## config.mk

```make
export PLATFORM = sky130hd
export DESIGN_NAME = note_tone_gen_flat
export DESIGN_NICKNAME = d
export VERILOG_FILES = /design/src/rtl/note_tone_gen_pkg.sv /design/src/rtl/note_tone_gen_if.sv /design/src/rtl/note_tone_gen_sync.sv /design/src/rtl/note_tone_gen.sv /design/src/flat_wrapper.sv
export SDC_FILE = /design/constraint.sdc
export NUM_CORES = 1
export LEC_CHECK = 0
export BUFFER_PORTS_ARGS = -buffer_cell sky130_fd_sc_hd__clkbuf_2
export CELL_PAD_IN_SITES_DETAIL_PLACEMENT = 1
export CELL_PAD_IN_SITES_GLOBAL_PLACEMENT = 2
export CORE_AREA = 2 2 95 97
export DETAILED_ROUTE_END_ITERATION = 6
export DIE_AREA = 0 0 97 99
export GPL_TIMING_DRIVEN = 0
export PLACE_DENSITY = 0.79
export SLEW_MARGIN = 20
export SYNTH_ARGS = -nofsm -noshare
export SYNTH_HDL_FRONTEND = slang
export SYNTH_HIERARCHICAL = 1
export SYNTH_SLANG_ARGS = --single-unit
```

## constraint.sdc

```tcl
create_clock -name CLK -period 3.6 [get_ports CLK]
set_input_delay 0 -clock CLK [delete_from_list [all_inputs] [get_ports CLK]]
set_output_delay 0 -clock CLK [all_outputs]
set_load 0.02 [all_outputs]
```

## src/rtl/note_tone_gen_pkg.sv

```systemverilog
// Shared definitions for the note tone generator.
// Holds the note codes (none, C4..C5), the half-period table in 100 MHz
// cycles, the one-hot Led patterns, the FSM state type and small lookup
// helpers that turn a note code into a half-period or a Led pattern.
package note_tone_gen_pkg;

  localparam logic [3:0] NOTE_NONE = 4'd0;
  localparam logic [3:0] NOTE_C4   = 4'd1;
  localparam logic [3:0] NOTE_D    = 4'd2;
  localparam logic [3:0] NOTE_E    = 4'd3;
  localparam logic [3:0] NOTE_F    = 4'd4;
  localparam logic [3:0] NOTE_G    = 4'd5;
  localparam logic [3:0] NOTE_A    = 4'd6;
  localparam logic [3:0] NOTE_B    = 4'd7;
  localparam logic [3:0] NOTE_C5   = 4'd8;

  localparam int unsigned HP_C4 = 191113;
  localparam int unsigned HP_D  = 170265;
  localparam int unsigned HP_E  = 151685;
  localparam int unsigned HP_F  = 143172;
  localparam int unsigned HP_G  = 127551;
  localparam int unsigned HP_A  = 113636;
  localparam int unsigned HP_B  = 101239;
  localparam int unsigned HP_C5 = 95557;

  localparam logic [7:0] LED_C4 = 8'b0000_0001;
  localparam logic [7:0] LED_D  = 8'b0000_0010;
  localparam logic [7:0] LED_E  = 8'b0000_0100;
  localparam logic [7:0] LED_F  = 8'b0000_1000;
  localparam logic [7:0] LED_G  = 8'b0001_0000;
  localparam logic [7:0] LED_A  = 8'b0010_0000;
  localparam logic [7:0] LED_B  = 8'b0100_0000;
  localparam logic [7:0] LED_C5 = 8'b1000_0000;

  typedef enum logic [1:0] {
    ST_SILENT = 2'd0,
    ST_TONE   = 2'd1,
    ST_GAP    = 2'd2
  } state_t;

  // Codes outside 1..8 mean silence.
  function automatic logic [3:0] note_norm(input logic [3:0] code);
    return ((code >= NOTE_C4) && (code <= NOTE_C5)) ? code : NOTE_NONE;
  endfunction

  function automatic int unsigned half_period(input logic [3:0] note);
    case (note)
      NOTE_C4: return HP_C4;
      NOTE_D:  return HP_D;
      NOTE_E:  return HP_E;
      NOTE_F:  return HP_F;
      NOTE_G:  return HP_G;
      NOTE_A:  return HP_A;
      NOTE_B:  return HP_B;
      NOTE_C5: return HP_C5;
      default: return 0;
    endcase
  endfunction

  function automatic logic [7:0] note_led(input logic [3:0] note);
    case (note)
      NOTE_C4: return LED_C4;
      NOTE_D:  return LED_D;
      NOTE_E:  return LED_E;
      NOTE_F:  return LED_F;
      NOTE_G:  return LED_G;
      NOTE_A:  return LED_A;
      NOTE_B:  return LED_B;
      NOTE_C5: return LED_C5;
      default: return 8'd0;
    endcase
  endfunction

endpackage

```

## src/rtl/note_tone_gen_if.sv

```systemverilog
// Pin bundle of the note tone generator.
//   note_in  4  note code from the beat-domain sequencer (asynchronous)
//   SPK      1  square-wave speaker drive
//   Led      8  one-hot of the sounding note, 0 when silent
//   playing  1  high while a tone is sounding
// master: the side that supplies note codes and observes the outputs.
// slave : the tone generator itself.
interface note_tone_gen_if;
  logic [3:0] note_in;
  logic       SPK;
  logic [7:0] Led;
  logic       playing;

  modport master (output note_in, input SPK, input Led, input playing);
  modport slave  (input note_in, output SPK, output Led, output playing);
endinterface

```

## src/rtl/note_tone_gen_sync.sv

```systemverilog
// note_sync stage: two-flop resynchroniser for the asynchronous note code
// plus the accept decision.
//   clk, rst   clock and synchronous active-high reset
//   note_in    raw note code from the slow beat domain
//   cur_note   note currently held by the FSM (already normalised)
//   acc_pulse  high for the cycle in which a new code is to be taken
//   acc_note   normalised code to take (9..15 folded to none)
// A code is accepted only when both flops agree, so a code that is still
// changing (or a one-cycle blip) never reaches the FSM.
module note_tone_gen_sync
  import note_tone_gen_pkg::*;
(
  input  logic       clk,
  input  logic       rst,
  input  logic [3:0] note_in,
  input  logic [3:0] cur_note,
  output logic       acc_pulse,
  output logic [3:0] acc_note
);

  logic [3:0] s0;
  logic [3:0] s1;

  always_ff @(posedge clk) begin
    if (rst) begin
      s0 <= '0;
      s1 <= '0;
    end else begin
      s0 <= note_in;
      s1 <= s0;
    end
  end

  // Comparing the normalised code keeps an out-of-range code from being
  // re-accepted every cycle while already silent.
  always_comb begin
    acc_note  = note_norm(s1);
    acc_pulse = (s1 == s0) && (acc_note != cur_note);
  end

endmodule

```

## src/rtl/note_tone_gen.sv

```systemverilog
// note_tone_gen: square-wave tone generator for the piezo/audio pin.
// Ports:
//   CLK    system clock (100 MHz)
//   RESET  synchronous, active-high reset
//   bus    note_tone_gen_if.slave: note_in in, SPK/Led/playing out
// Parameters:
//   CNT_W      half-period counter width
//   DIV_SHIFT  right shift applied to the half-period table (simulation speed-up)
//   GAP_CYC    silence length between consecutive notes when the gap is built in
// Build option: define TONE_GAP_EN to insert GAP_CYC cycles of silence when
// one valid note follows another while sounding.
module note_tone_gen
  import note_tone_gen_pkg::*;
#(
  parameter int CNT_W     = 18,
  parameter int DIV_SHIFT = 0,
  parameter int GAP_CYC   = 2_000_000
) (
  input logic              CLK,
  input logic              RESET,
  note_tone_gen_if.slave   bus
);

  // One counter times both half-periods and the inter-note gap, so it is
  // wide enough for whichever is longer; unused upper bits are constant.
  localparam int GAP_W = $clog2(GAP_CYC + 1);
  localparam int CW    = (CNT_W > GAP_W) ? CNT_W : GAP_W;

  state_t        state, state_n;
  logic [CW-1:0] cnt, cnt_n;
  logic [3:0]    cur_note, cur_n;
  logic          spk_q, spk_n;
  logic [7:0]    led_q, led_n;
  logic          playing_q, playing_n;

  logic          acc_pulse;
  logic [3:0]    acc_note;
  logic [CNT_W-1:0] h;
  logic [CW-1:0] h_last;

  note_tone_gen_sync u_sync (
    .clk       (CLK),
    .rst       (RESET),
    .note_in   (bus.note_in),
    .cur_note  (cur_note),
    .acc_pulse (acc_pulse),
    .acc_note  (acc_note)
  );

  // Half-period always follows the accepted note, never the raw sync output.
  assign h      = CNT_W'(half_period(cur_note) >> DIV_SHIFT);
  assign h_last = CW'(h) - CW'(1);

  always_comb begin
    state_n = state;
    cnt_n   = cnt;
    cur_n   = cur_note;
    spk_n   = spk_q;
    case (state)
      ST_TONE: begin
        if (cnt == h_last) begin
          cnt_n = '0;
          spk_n = ~spk_q;
        end else begin
          cnt_n = cnt + CW'(1);
        end
      end
`ifdef TONE_GAP_EN
      ST_GAP: begin
        spk_n = 1'b0;
        if (cnt == CW'(GAP_CYC - 1)) begin
          state_n = ST_TONE;
          cnt_n   = '0;
        end else begin
          cnt_n = cnt + CW'(1);
        end
      end
`endif
      default: begin
        spk_n = 1'b0;
        cnt_n = '0;
      end
    endcase

    // A newly accepted code always restarts the waveform from low.
    if (acc_pulse) begin
      cur_n = acc_note;
      cnt_n = '0;
      spk_n = 1'b0;
      if (acc_note == NOTE_NONE) begin
        state_n = ST_SILENT;
      end
`ifdef TONE_GAP_EN
      else if (state != ST_SILENT) begin
        state_n = ST_GAP;
      end
`endif
      else begin
        state_n = ST_TONE;
      end
    end

    playing_n = (state_n == ST_TONE);
    led_n     = playing_n ? note_led(cur_n) : 8'd0;
  end

  always_ff @(posedge CLK) begin
    if (RESET) begin
      state     <= ST_SILENT;
      cnt       <= '0;
      cur_note  <= NOTE_NONE;
      spk_q     <= 1'b0;
      led_q     <= 8'd0;
      playing_q <= 1'b0;
    end else begin
      state     <= state_n;
      cnt       <= cnt_n;
      cur_note  <= cur_n;
      spk_q     <= spk_n;
      led_q     <= led_n;
      playing_q <= playing_n;
    end
  end

  assign bus.SPK     = spk_q;
  assign bus.Led     = led_q;
  assign bus.playing = playing_q;

endmodule

```

## src/flat_wrapper.sv

```systemverilog
// flat-port wrapper written by rule: the top's interface ports become plain ports
module note_tone_gen_flat import note_tone_gen_pkg::*;
#(
  parameter int CNT_W     = 18,
  parameter int DIV_SHIFT = 0,
  parameter int GAP_CYC   = 2_000_000
)
  (CLK, RESET, bus_note_in, bus_SPK, bus_Led, bus_playing);
  note_tone_gen_if bus_i ();
  input logic CLK;
  input logic RESET;
  input wire logic [$bits(bus_i.note_in)-1:0] bus_note_in;
  output wire logic [$bits(bus_i.SPK)-1:0] bus_SPK;
  output wire logic [$bits(bus_i.Led)-1:0] bus_Led;
  output wire logic [$bits(bus_i.playing)-1:0] bus_playing;
  assign bus_i.note_in = bus_note_in;
  assign bus_SPK = bus_i.SPK;
  assign bus_Led = bus_i.Led;
  assign bus_playing = bus_i.playing;
  note_tone_gen #(.CNT_W(CNT_W), .DIV_SHIFT(DIV_SHIFT), .GAP_CYC(GAP_CYC)) u_core (.CLK(CLK), .RESET(RESET), .bus(bus_i));
endmodule
```

Word-level counts from Yosys, hierarchy flattened
Memories as Yosys holds them, arrays and structs flattened. A register that Yosys moved wholly into a read port is not among the register bits.
Cells that the tools add are included.
{"block": "word_totals", "latchBits": 0, "rom_bits": 416, "ff_bits": 37, "word_cells": 32, "mem_count": 2, "ramBits": 0, "output_inout_bits": 10, "input_bits": 6}
{"memory": "(name not given)", "words": 16, "word_bits": 18, "read_ports": 1, "rd_clocked_by_memory_dff": 1, "write_ports": 0, "line": "note_tone_gen_pkg.sv:47", "text": "case (note)"}
{"memory": "(name not given)", "words": 16, "word_bits": 8, "read_ports": 1, "rd_clocked_by_memory_dff": 1, "write_ports": 0, "line": "note_tone_gen_pkg.sv:61", "text": "case (note)"}
{"block": "classes", "muxes": 5, "magnitude_cmp": 2, "eq_ne": 5, "n_reduce_logical": 6, "add_sub_neg": 2, "shift": 0, "multipliers": 0, "n_div": 0, "bitwise": 3}
{"op": "adder 21 x 1 -> 21 bit (second input constant)", "count": 1}
{"op": "equality test 21 bit", "count": 1}
{"op": "subtractor 18 x 1 -> 19 bit (second input constant)", "count": 1}
{"op": "2-to-1 mux 4 bit", "count": 3}
{"op": "equality test 2 x 1 -> 1 bit (second input constant)", "count": 2}
{"op": "equality test 4 bit", "count": 1}
{"op": ">= comparator 4 x 1 -> 1 bit (second input constant)", "count": 1}
{"op": "<= comparator 4 bit (second input constant)", "count": 1}
{"op": "logical NOT 4 bit", "count": 1}
{"op": "inequality test 4 bit", "count": 1}
{"op": "OR reduction 4 bit", "count": 1}
{"op": "inverter 1 bit", "count": 3}
{"op": "OR reduction 3 bit", "count": 1}
{"op": "logical AND 1 bit", "count": 2}
{"op": "2-to-1 mux 2 bit", "count": 1}
{"op": "OR reduction 2 bit", "count": 1}
{"op": "2-to-1 mux 1 bit", "count": 1}

Longest topological paths before layout
Gate-level depths: netlist of the first run.
{"block": "depth", "word_depth": 9, "mapped_depth": 14, "depth_no_buf": 12}

Cells and area by module
The synthesis of the first run kept the hierarchy.
{"mod": "note_tone_gen", "cells_each": 314, "seq_area_each_um2": 1101.1, "area_per_inst_um2": 2813.9, "instances": 1}
{"mod": "note_tone_gen_sync", "cells_each": 39, "seq_area_each_um2": 160.2, "area_per_inst_um2": 382.9, "instances": 1}

Worst setup path before layout of the first run
No wires, ideal clock.
{"block": "synth_path", "kind": "reg2reg", "start": "register u_core.u_sync.s1[3]", "end": "register u_core/h[8] (netlist name)", "arrival_time_ns": 2.973, "setup_ns": 0.074, "stages_incl_launch_ff": 15, "period_less_slack_ns": 3.047, "t_required_ns": 3.526, "path_buffers": 2, "path_slack_ns": 0.553, "cell_sequence": "dfxtp_1 buf_6 or3b_1 or4b_1 o21ai_1 a21oi_1 clkbuf_1 mux2i_1 nor2_1 inv_1 ha_1 nand2_1 nor2_1 nor2_1 o21ai_0"}
{"block": "synth_via", "elab_chain_cells": 7, "elab_cells_between_ends": 9, "classes_between": "order compare (2); eq/ne (2); mux (3); reduce/logical (2)"}
{"item": "start, declared", "line": "note_tone_gen_sync.sv:22", "text": "logic [3:0] s1;"}
{"item": "start signal, assigned", "line": "note_tone_gen_sync.sv:27", "text": "s1 <= '0;"}
{"item": "start signal, assigned", "line": "note_tone_gen_sync.sv:30", "text": "s1 <= s0;"}
{"item": ">= comparator 4 x 1 -> 1 bit / <= comparator 4 bit (equally long branches)", "line": "note_tone_gen_pkg.sv:43", "text": "return ((code >= NOTE_C4) && (code <= NOTE_C5)) ? code : NOTE_NONE;"}
{"item": "logical AND 1 bit", "line": "note_tone_gen_pkg.sv:43"}
{"item": "2-to-1 mux 4 bit", "line": "note_tone_gen_pkg.sv:43"}
{"item": "inequality test 4 bit", "line": "note_tone_gen_sync.sv:38", "text": "acc_pulse = (s1 == s0) && (acc_note != cur_note);"}
{"item": "logical AND 1 bit *", "line": "note_tone_gen_sync.sv:38"}
{"item": "net u_core.acc_pulse", "line": "note_tone_gen.sv:36", "text": "logic acc_pulse;"}
{"item": "2-to-1 mux 4 bit *", "line": "note_tone_gen.sv:86", "text": "if (acc_pulse) begin"}
{"item": "2-to-1 mux 4 bit (no line) *"}
Mark *: on every way through the listed nets, which the timed path passes. The rest lies on a longest branch.
A chain may end at the register's enable or synchronous reset.

Worst setup path after layout of the first run
{"block": "layout_path", "start": "register u_core.u_sync.s1[3]", "end": "register u_core/h[8] (netlist name)"}
{"block": "layout_via", "elab_chain_cells": 7, "elab_cells_between_ends": 9, "classes_between": "order compare (2); eq/ne (2); mux (3); reduce/logical (2)"}
{"item": ">= comparator 4 x 1 -> 1 bit / <= comparator 4 bit (equally long branches)", "line": "note_tone_gen_pkg.sv:43"}
{"item": "logical AND 1 bit", "line": "note_tone_gen_pkg.sv:43"}
{"item": "2-to-1 mux 4 bit", "line": "note_tone_gen_pkg.sv:43"}
{"item": "inequality test 4 bit", "line": "note_tone_gen_sync.sv:38"}
{"item": "logical AND 1 bit *", "line": "note_tone_gen_sync.sv:38"}
{"item": "net u_core.acc_pulse", "line": "note_tone_gen.sv:36"}
{"item": "2-to-1 mux 4 bit *", "line": "note_tone_gen.sv:86"}
{"item": "2-to-1 mux 4 bit (no line) *"}
Marks and branches as above.

==> results_dict.tcl, run 1 <==
set metrics [dict create \
    status "finished, final reports clean" \
    min_from "u_core/bus.SPK$_SDFFE_PP0N_" \
    final_standard_cell_count_with_taps_included_and_fillers_excluded 503 \
    cts-root-to-sink-buffers 2 \
    initial_utilization_pct 37.39 \
    cts_htree_levels 3 \
    synth_top_cell_area_share_pct 39.45 \
    clock_power_share_pct 43.8 \
    clock_insertion_delay_worst_skew_ps 350 \
    p_sw_w 0.0004112 \
    clkTransAtPathRegs_ps 80 \
    power.static_leakage_nw 1.393 \
    worst-setup-path-type "reg2reg" \
    setup_ws_ps 151.9 \
    per_instance_average_area_after_synthesis_um2 9.056 \
    power_switching_share_pct 25.87 \
    timing_worst_slew_pin_value_ps 780.0 \
    timing.reg2reg.worst_path_depth 14 \
    routed_wire_length_um 7816 \
    met2_wire_length_um 3819 \
    class_of_the_tightest_hold_or_removal_check "reg2reg" \
    top_layer_used "met4" \
    post_drt_wl_per_cell_um 15.54 \
    ys_seq_elements 63 \
    worstReg2RegEnd "u_core/h[8]$_DFF_P_" \
    power.sequential.fraction_pct 45.6 \
    max_freq_mhz 290.0 \
    pin_count_of_the_biggest_net_entering_global_routing 13 \
    detail_route.vias_per_cell 5.139 \
    root_buffer "sky130_fd_sc_hd__clkbuf_8" \
    timing.clock.skew_ps 10.96 \
    post_syn_instances 353 \
    synth_nets 367 \
    relSlewSlack_pct 47.26 \
    worstPathRequired_ps 3870 \
    dr.pass1.iters 4 \
    grt_antenna_before_repair 0 \
    synth_top_cell_by_area "sky130_fd_sc_hd__dfxtp_1" \
    regToRegStartpoint "u_core/u_sync/s1[3]$_SDFF_PP0_" \
    area_of_the_mapped_netlist_um2 3197 \
    fp.dieW_um 97 \
    cts_tree "yes" \
    design.core.area_um2 8551 \
    antenna_cells 0 \
    fraction_of_layout_cells_with_a_size_suffix_above_1_pct 18.23 \
    clock-sinks 63 \
    layout.nets 404 \
    die_height_um 99 \
    number_of_enable_flip_flop_cells_after_synthesis 0 \
    detail_route.drc_violations 0 \
    hpwl_um 5660 \
    dominantRegCellSynth "sky130_fd_sc_hd__dfxtp_1" \
    drtIter0Drc 90 \
    internal_power_w 0.001178 \
    final_min_period_over_clock_period_pct 95.78 \
    min_to "u_core/bus.SPK$_SDFFE_PP0N_" \
    setup.worst_path.end_class "flop" \
    vdd_drop_max_mv 0.1783 \
    setup.worst_path.start_class "flop" \
    netlist-cell-type-count 56 \
    synth_seq_area_share_pct 39.45 \
    min_delay_path_depth 2 \
    buffer_ports.inserted 15 \
    critical_path_peak_fanout 10 \
    rows 34 \
    cell_with_the_largest_stage_delay_on_the_worst_path "sky130_fd_sc_hd__or4b_1" \
    report.final.slew_viol_count 0 \
    grt_pass1_wl_um 13340 \
    setup_violations 0 \
    route.met3.wl_um 157 \
    cts_inserted_buffers 9 \
    gp_routability_congestion 0.7621 \
    final.min_clock_period_ps 3448 \
    place_ws_ps -265.7 \
    ios 16 \
    synth_most_common_cell "sky130_fd_sc_hd__dfxtp_1" \
    route.antenna.remaining_nets 0 \
    fin_setup_tns_ps 0 \
    num_vias 2585 \
    vias_in_the_first_global_route 2679 \
    maxCapViolCount 0 \
    critical-path-max-stage-delay_ps 540 \
    critical-path-top-delay-family "simple AND/OR/NAND/NOR gates" \
    power_per_cell_area_nw_per_um2 421.0 \
    yosys-top-cells-area "sky130_fd_sc_hd__dfxtp_1, sky130_fd_sc_hd__xnor2_1, sky130_fd_sc_hd__nor2_1" \
    power_frac_comb_pct 10.6 \
    place.detailed.instances 476 \
    setup.reg_to_reg.worst_slack_ps 150 \
    final_hold_viol_count 0 \
    synthesis.yosys.warnings 6 \
    worst-path-buf-inv 3 \
    area_delta_synth_final_pct 18.08 \
    cp_common_cell "sky130_fd_sc_hd__nor2_1" \
    dieArea_um2 9603 \
    worst-endpoint-arrival_ps 3710 \
    routed_metal_1_wire_length_um 3714 \
    list_of_cells_traversed_by_the_critical_path "buf_6, or3b_1, or4b_1, o21ai_1, a21oi_1, buf_2, mux2i_4, nor2_4, inv_1, ha_1, nand2_1, nor2_1, nor2_1, o21ai_0" \
    grt_util_all_layers_pct 17.36 \
    async_flop_share_pct 0 \
    synthTopCellsByCount "sky130_fd_sc_hd__dfxtp_1, sky130_fd_sc_hd__nor2_1, sky130_fd_sc_hd__xnor2_1, sky130_fd_sc_hd__nand2_1, sky130_fd_sc_hd__xor2_1" \
    remaining_overflow_grt 0 \
]
[placed cells by master, fill, tap and decap left out, drive strengths merged, types with 2 or more instances in the layout]
master,Yosys,routed
a2111oi,2,2
a21oi,14,14
a22oi,3,3
and2,2,2
and2b,3,3
and3,5,5
buf,4,7
bufinv,0,2
clkbuf,4,27
clkinv,0,3
clkinvlp,0,2
dfxtp,63,63
dlygate4sd3,0,9
ha,8,8
inv,9,9
mux2,4,4
mux2i,8,8
nand2,25,25
nand2b,6,6
nand3,9,9
nand4,5,5
nand4b,2,2
nor2,56,56
nor2b,13,13
nor3,13,13
nor3b,3,3
nor4,3,3
nor4bb,2,2
o2111ai,3,3
o211ai,3,3
o21ai,13,13
o22ai,6,6
o41ai,2,2
or3b,2,2
or4,4,4
xnor2,26,26
xor2,18,18
[power by group through the flow]
stage / clock network, W / logic [W] / registers, W
floorplan: 0 / 0.000122 / 0.000738
global placement: 0 / 0.000153 / 0.000740
detailed placement: 0 / 0.000157 / 0.000741
CTS: 0.000716 / 0.000168 / 0.000724
global route: 0.000751 / 0.000187 / 0.000727
finish: 0.000696 / 0.000169 / 0.000724
[sequential cells by signal, summed over array words and instances, names as in the netlist]
| signal | count |
|---|---|
| u_core/bus.Led | 8 |
| u_core/bus.SPK | 1 |
| u_core/bus.playing | 1 |
| u_core/cnt | 21 |
| u_core/cur_note | 4 |
| u_core/h | 18 |
| u_core/state | 2 |
| u_core/u_sync/s0 | 4 |
| u_core/u_sync/s1 | 4 |
[how the worst max path moves through the flow]
| stage | start | end | slack (ps) | depth (start not counted) |
|---|---|---|---|---|
| 2_1_floorplan | u_core/u_sync/s1[3]$_SDFF_PP0_ | u_core/h[8]$_DFF_P_ | 550 | 14 |
| 3_3_place_gp | u_core/u_sync/s1[3]$_SDFF_PP0_ | u_core/h[0]$_DFF_P_ | -160 | 14 |
| 3_5_place_dp | u_core/u_sync/s1[3]$_SDFF_PP0_ | u_core/h[0]$_DFF_P_ | -270 | 14 |
| 4_1_cts | u_core/u_sync/s1[3]$_SDFF_PP0_ | u_core/h[0]$_DFF_P_ | 30 | 14 |
| 5_1_grt | u_core/u_sync/s1[3]$_SDFF_PP0_ | u_core/h[8]$_DFF_P_ | -20 | 14 |
| 6_report | u_core/u_sync/s1[3]$_SDFF_PP0_ | u_core/h[8]$_DFF_P_ | 150 | 14 |
[worst reg2reg max path, cell delays in order, from the launching register on]
cell and delay, ps:
sky130_fd_sc_hd__dfxtp_1 330, sky130_fd_sc_hd__buf_6 120, sky130_fd_sc_hd__or3b_1 400, sky130_fd_sc_hd__or4b_1 540, sky130_fd_sc_hd__o21ai_1 160, sky130_fd_sc_hd__a21oi_1 140
sky130_fd_sc_hd__buf_2 240, sky130_fd_sc_hd__mux2i_4 330, sky130_fd_sc_hd__nor2_4 90, sky130_fd_sc_hd__inv_1 140, sky130_fd_sc_hd__ha_1 220, sky130_fd_sc_hd__nand2_1 120
sky130_fd_sc_hd__nor2_1 280, sky130_fd_sc_hd__nor2_1 110, sky130_fd_sc_hd__o21ai_0 150
[logic make-up after synthesis]
family	count (synthesis)	share of synthesized area [%]
AO/OA/AOI/OAI	51	10.76
XOR/XNOR	44	12.05
adder cells (fa/ha/maj)	8	3.131
buffers and inverters	17	2.857
flip-flops	63	39.45
multiplexers	12	3.914
AND/OR/NAND/NOR	158	27.83
[per-layer routing]
metal	track usage, %	vias up
li1	-	1301
met1	21.60	1252
met2	30.02	23
met3	3.191	9
met4	6.501	0
met5	0	-
[final cells by class]
| cell class | instances | area, um^2 |
|---|---|---|
| inverters | 9 | 33.78 |
| plain buffers | 8 | 58.81 |
| clock inverters | 7 | 97.59 |
| fillers | 1002 | 4776 |
| clock buffers | 9 | 123.9 |
| multi-input cells | 273 | 1884 |
| well taps | 108 | 135.1 |
| flip-flops and latches | 63 | 1261 |
| repair buffers | 26 | 180.2 |
[timing repair]
action / 4_1_cts / 5_1_grt
pin swaps: 0 / 0
buffers inserted: 0 / 2
gates resized for setup: 3 / 7
hold buffers: 9 / 0
setup endpoints to repair: 8 / 10
hold endpoints to repair: 8 / 0
[metrics by stage]
step	utilization [%]	total power [W]	instance area (um^2)	hold slack, ps
2_1_floorplan	-	0.0008600	3197	71.61
3_3_place_gp	39.84	0.0008927	3407	206.5
3_5_place_dp	39.84	0.0008978	3407	216.4
4_1_cts	43.65	0.001608	3732	489.6
5_1_grt	44.15	0.001665	3775	500.3
6_report	44.15	0.001589	3775	485.4
No activity file was read; power rests on OpenSTA's default activity.
==> run 2, diff against run 1 <==
--- a/config.mk
+++ b/config.mk
@@ -8,9 +8,9 @@
 export BUFFER_PORTS_ARGS = -buffer_cell sky130_fd_sc_hd__clkbuf_2
 export CELL_PAD_IN_SITES_DETAIL_PLACEMENT = 1
 export CELL_PAD_IN_SITES_GLOBAL_PLACEMENT = 2
-export CORE_AREA = 2 2 95 97
+export CORE_AREA = 2 2 81 114
 export DETAILED_ROUTE_END_ITERATION = 6
-export DIE_AREA = 0 0 97 99
+export DIE_AREA = 0 0 83 116
 export GPL_TIMING_DRIVEN = 0
 export PLACE_DENSITY = 0.79
 export SLEW_MARGIN = 20
==> results_dict.tcl, run 2 (synthesized netlist as in run 1, its figures left out) <==
set metrics [dict create \
    final.min_clock_period_ps 3386 \
    fin_setup_tns_ps 0 \
    setup.worst_path.start_class "flop" \
    final_hold_viol_count 0 \
    dieArea_um2 9628 \
    antenna_cells 0 \
    grt_util_all_layers_pct 17.57 \
    clkTransAtPathRegs_ps 50 \
    final_cell_mix "sky130_fd_sc_hd__dfxtp_1, sky130_fd_sc_hd__nor2_1, sky130_fd_sc_hd__xnor2_1, sky130_fd_sc_hd__nand2_1, sky130_fd_sc_hd__xor2_1" \
    timing.clock.skew_ps 6.057 \
    num_vias 2603 \
    cp_common_cell "sky130_fd_sc_hd__a21oi_1" \
    drtIter0Drc 47 \
    die_height_um 116 \
    setup.worst_path.end_class "flop" \
    postLayoutCellArea_um2 3811 \
    post_drt_wl_per_cell_um 15.52 \
    buffer_ports.inserted 15 \
    detail_route.vias_per_cell 5.196 \
    relSlewSlack_pct 43.98 \
    grt_pass1_wl_um 13300 \
    clock_insertion_delay_worst_skew_ps 330 \
    unrepaired_setup_endpoints_after_global_routing "false" \
    timing_worst_slew_pin_value_ps 828.7 \
    power_frac_comb_pct 10.3 \
    clock-sinks 63 \
    vias_in_the_first_global_route 2694 \
    pin_count_of_the_biggest_net_entering_global_routing 11 \
    critical-path-max-stage-delay_ps 510 \
    route.antenna.remaining_nets 0 \
    cts_htree_levels 3 \
    maxCapViolCount 0 \
    worst-setup-path-type "reg2reg" \
    remaining_overflow_grt 0 \
    dr.pass1.iters 4 \
    final_min_period_over_clock_period_pct 94.07 \
    max_freq_mhz 295.3 \
    report.final.slew_viol_count 0 \
    design_power_total_w 0.001655 \
    cell_with_the_largest_stage_delay_on_the_worst_path "sky130_fd_sc_hd__or4b_1" \
    hpwl_um 5816 \
    layout.nets 405 \
    vdd_drop_max_mv 0.2692 \
    most_common_cell_after_layout_fill_and_taps_aside "sky130_fd_sc_hd__dfxtp_1" \
    routed_wire_length_um 7777 \
    gp_routability_congestion 0.8700 \
    largest_register_ff_count 21 \
    worstPathRequired_ps 3840 \
    fp.dieW_um 83 \
    placed_area_um2 3403 \
    rows 40 \
    class_of_the_tightest_hold_or_removal_check "reg2reg" \
    initial_utilization_pct 37.35 \
    setup_violations 0 \
    cts_inserted_buffers 9 \
    list_of_cells_traversed_by_the_critical_path "buf_6, or3b_1, or4b_1, o21ai_1, a21oi_1, clkbuf_2, mux2i_4, nor2_4, inv_1, ha_1, nand2_1, nor2_1, a21oi_1, o22ai_1" \
    power_switching_share_pct 24.38 \
    fraction_of_layout_cells_with_a_size_suffix_above_1_pct 17.68 \
    worst-endpoint-arrival_ps 3630 \
    status "finished, final reports clean" \
    power.static_leakage_nw 1.417 \
    clock_power_share_pct 45.9 \
    detail_route.drc_violations 0 \
    cts_tree "yes" \
    critical_path_peak_fanout 10 \
    root_buffer "sky130_fd_sc_hd__clkbuf_16" \
    power.sequential.fraction_pct 43.9 \
    p_sw_w 0.0004034 \
    ios 16 \
    power_per_cell_area_nw_per_um2 434.1 \
    internal_power_w 0.001251 \
    area_delta_synth_final_pct 19.22 \
    largest_register "u_core/cnt" \
    grt_antenna_before_repair 0 \
    design.core.area_um2 8558 \
    cts-root-to-sink-buffers 2 \
]
## run 2: through the flow
step | utilization [%] | instances | hold WS (ps) | worst slack [ps]
after floorplan | - | 353 | 71.61 | 553.1
after detailed placement | 39.77 | 473 | 217.0 | -326.7
final | 44.53 | 501 | 478.5 | 213.6
after global routing | 44.53 | 501 | 497.0 | 16.43
after CTS | 44.01 | 498 | 481.1 | 15.58
after global placement | 39.77 | 473 | 206.2 | -255.6
## run 2: critical path, delay by kind of cell (launching register included)
kind | cells | cell delay, ps
AND/OR/NAND/NOR | 5 | 1370
buffers and inverters | 3 | 520
AO/OA/AOI/OAI | 4 | 490
multiplexers | 1 | 360
flip-flops | 1 | 320
adder cells (fa/ha/maj) | 1 | 230
## run 2: power by group through the flow
stage | Clock [W] | Combinational (W) | Sequential (W)
floorplan | 0 | 0.000122 | 0.000738
global placement | 0 | 0.000155 | 0.000739
detailed placement | 0 | 0.000158 | 0.000740
CTS | 0.000783 | 0.000168 | 0.000725
global route | 0.000807 | 0.000188 | 0.000727
finish | 0.000759 | 0.000170 | 0.000726
## run 2: cell type report
type / count / area [um^2]
plain buffers: 8 / 58.81
clock buffers: 12 / 236.5
inverters: 9 / 33.78
flip-flops and latches: 63 / 1261
repair buffers: 27 / 187.7
clock inverters: 4 / 22.52
fillers: 1011 / 4747
well taps: 105 / 131.4
multi-input cells: 273 / 1879
## run 2: what timing repair did
item | in CTS | in global routing
buffers inserted | 0 | 3
resized for setup | 3 | 5
setup endpoints to repair | 9 | 8
hold buffers | 9 | 0
endpoints found under the hold margin | 8 | 0
## run 2: routing by layer
metal / wire [um] / global-route usage [%] / vias up / share of wire (%)
met5: 0 / 0 / - / 0
met4: 219 / 10.27 / 0 / 2.8
met3: 135 / 2.493 / 16 / 1.7
met2: 4252 / 33.06 / 32 / 55
met1: 3169 / 18.67 / 1248 / 41
li1: - / - / 1307 / -
## run 2: path summary, 6_finish.rpt
| kind | startpoint | endpoint | slack [ps] | cells after the start |
|---|---|---|---|---|
| max reg2reg | u_core/u_sync/s1[3]$_SDFF_PP0_ | u_core/h[0]$_DFF_P_ | 210 | 14 |
| min reg2reg | u_core/u_sync/s0[0]$_SDFF_PP0_ | u_core/u_sync/s1[0]$_SDFF_PP0_ | 480 | 1 |
| min | u_core/u_sync/s0[0]$_SDFF_PP0_ | u_core/u_sync/s1[0]$_SDFF_PP0_ | 480 | 1 |
| max | u_core/u_sync/s1[3]$_SDFF_PP0_ | u_core/h[0]$_DFF_P_ | 210 | 14 |
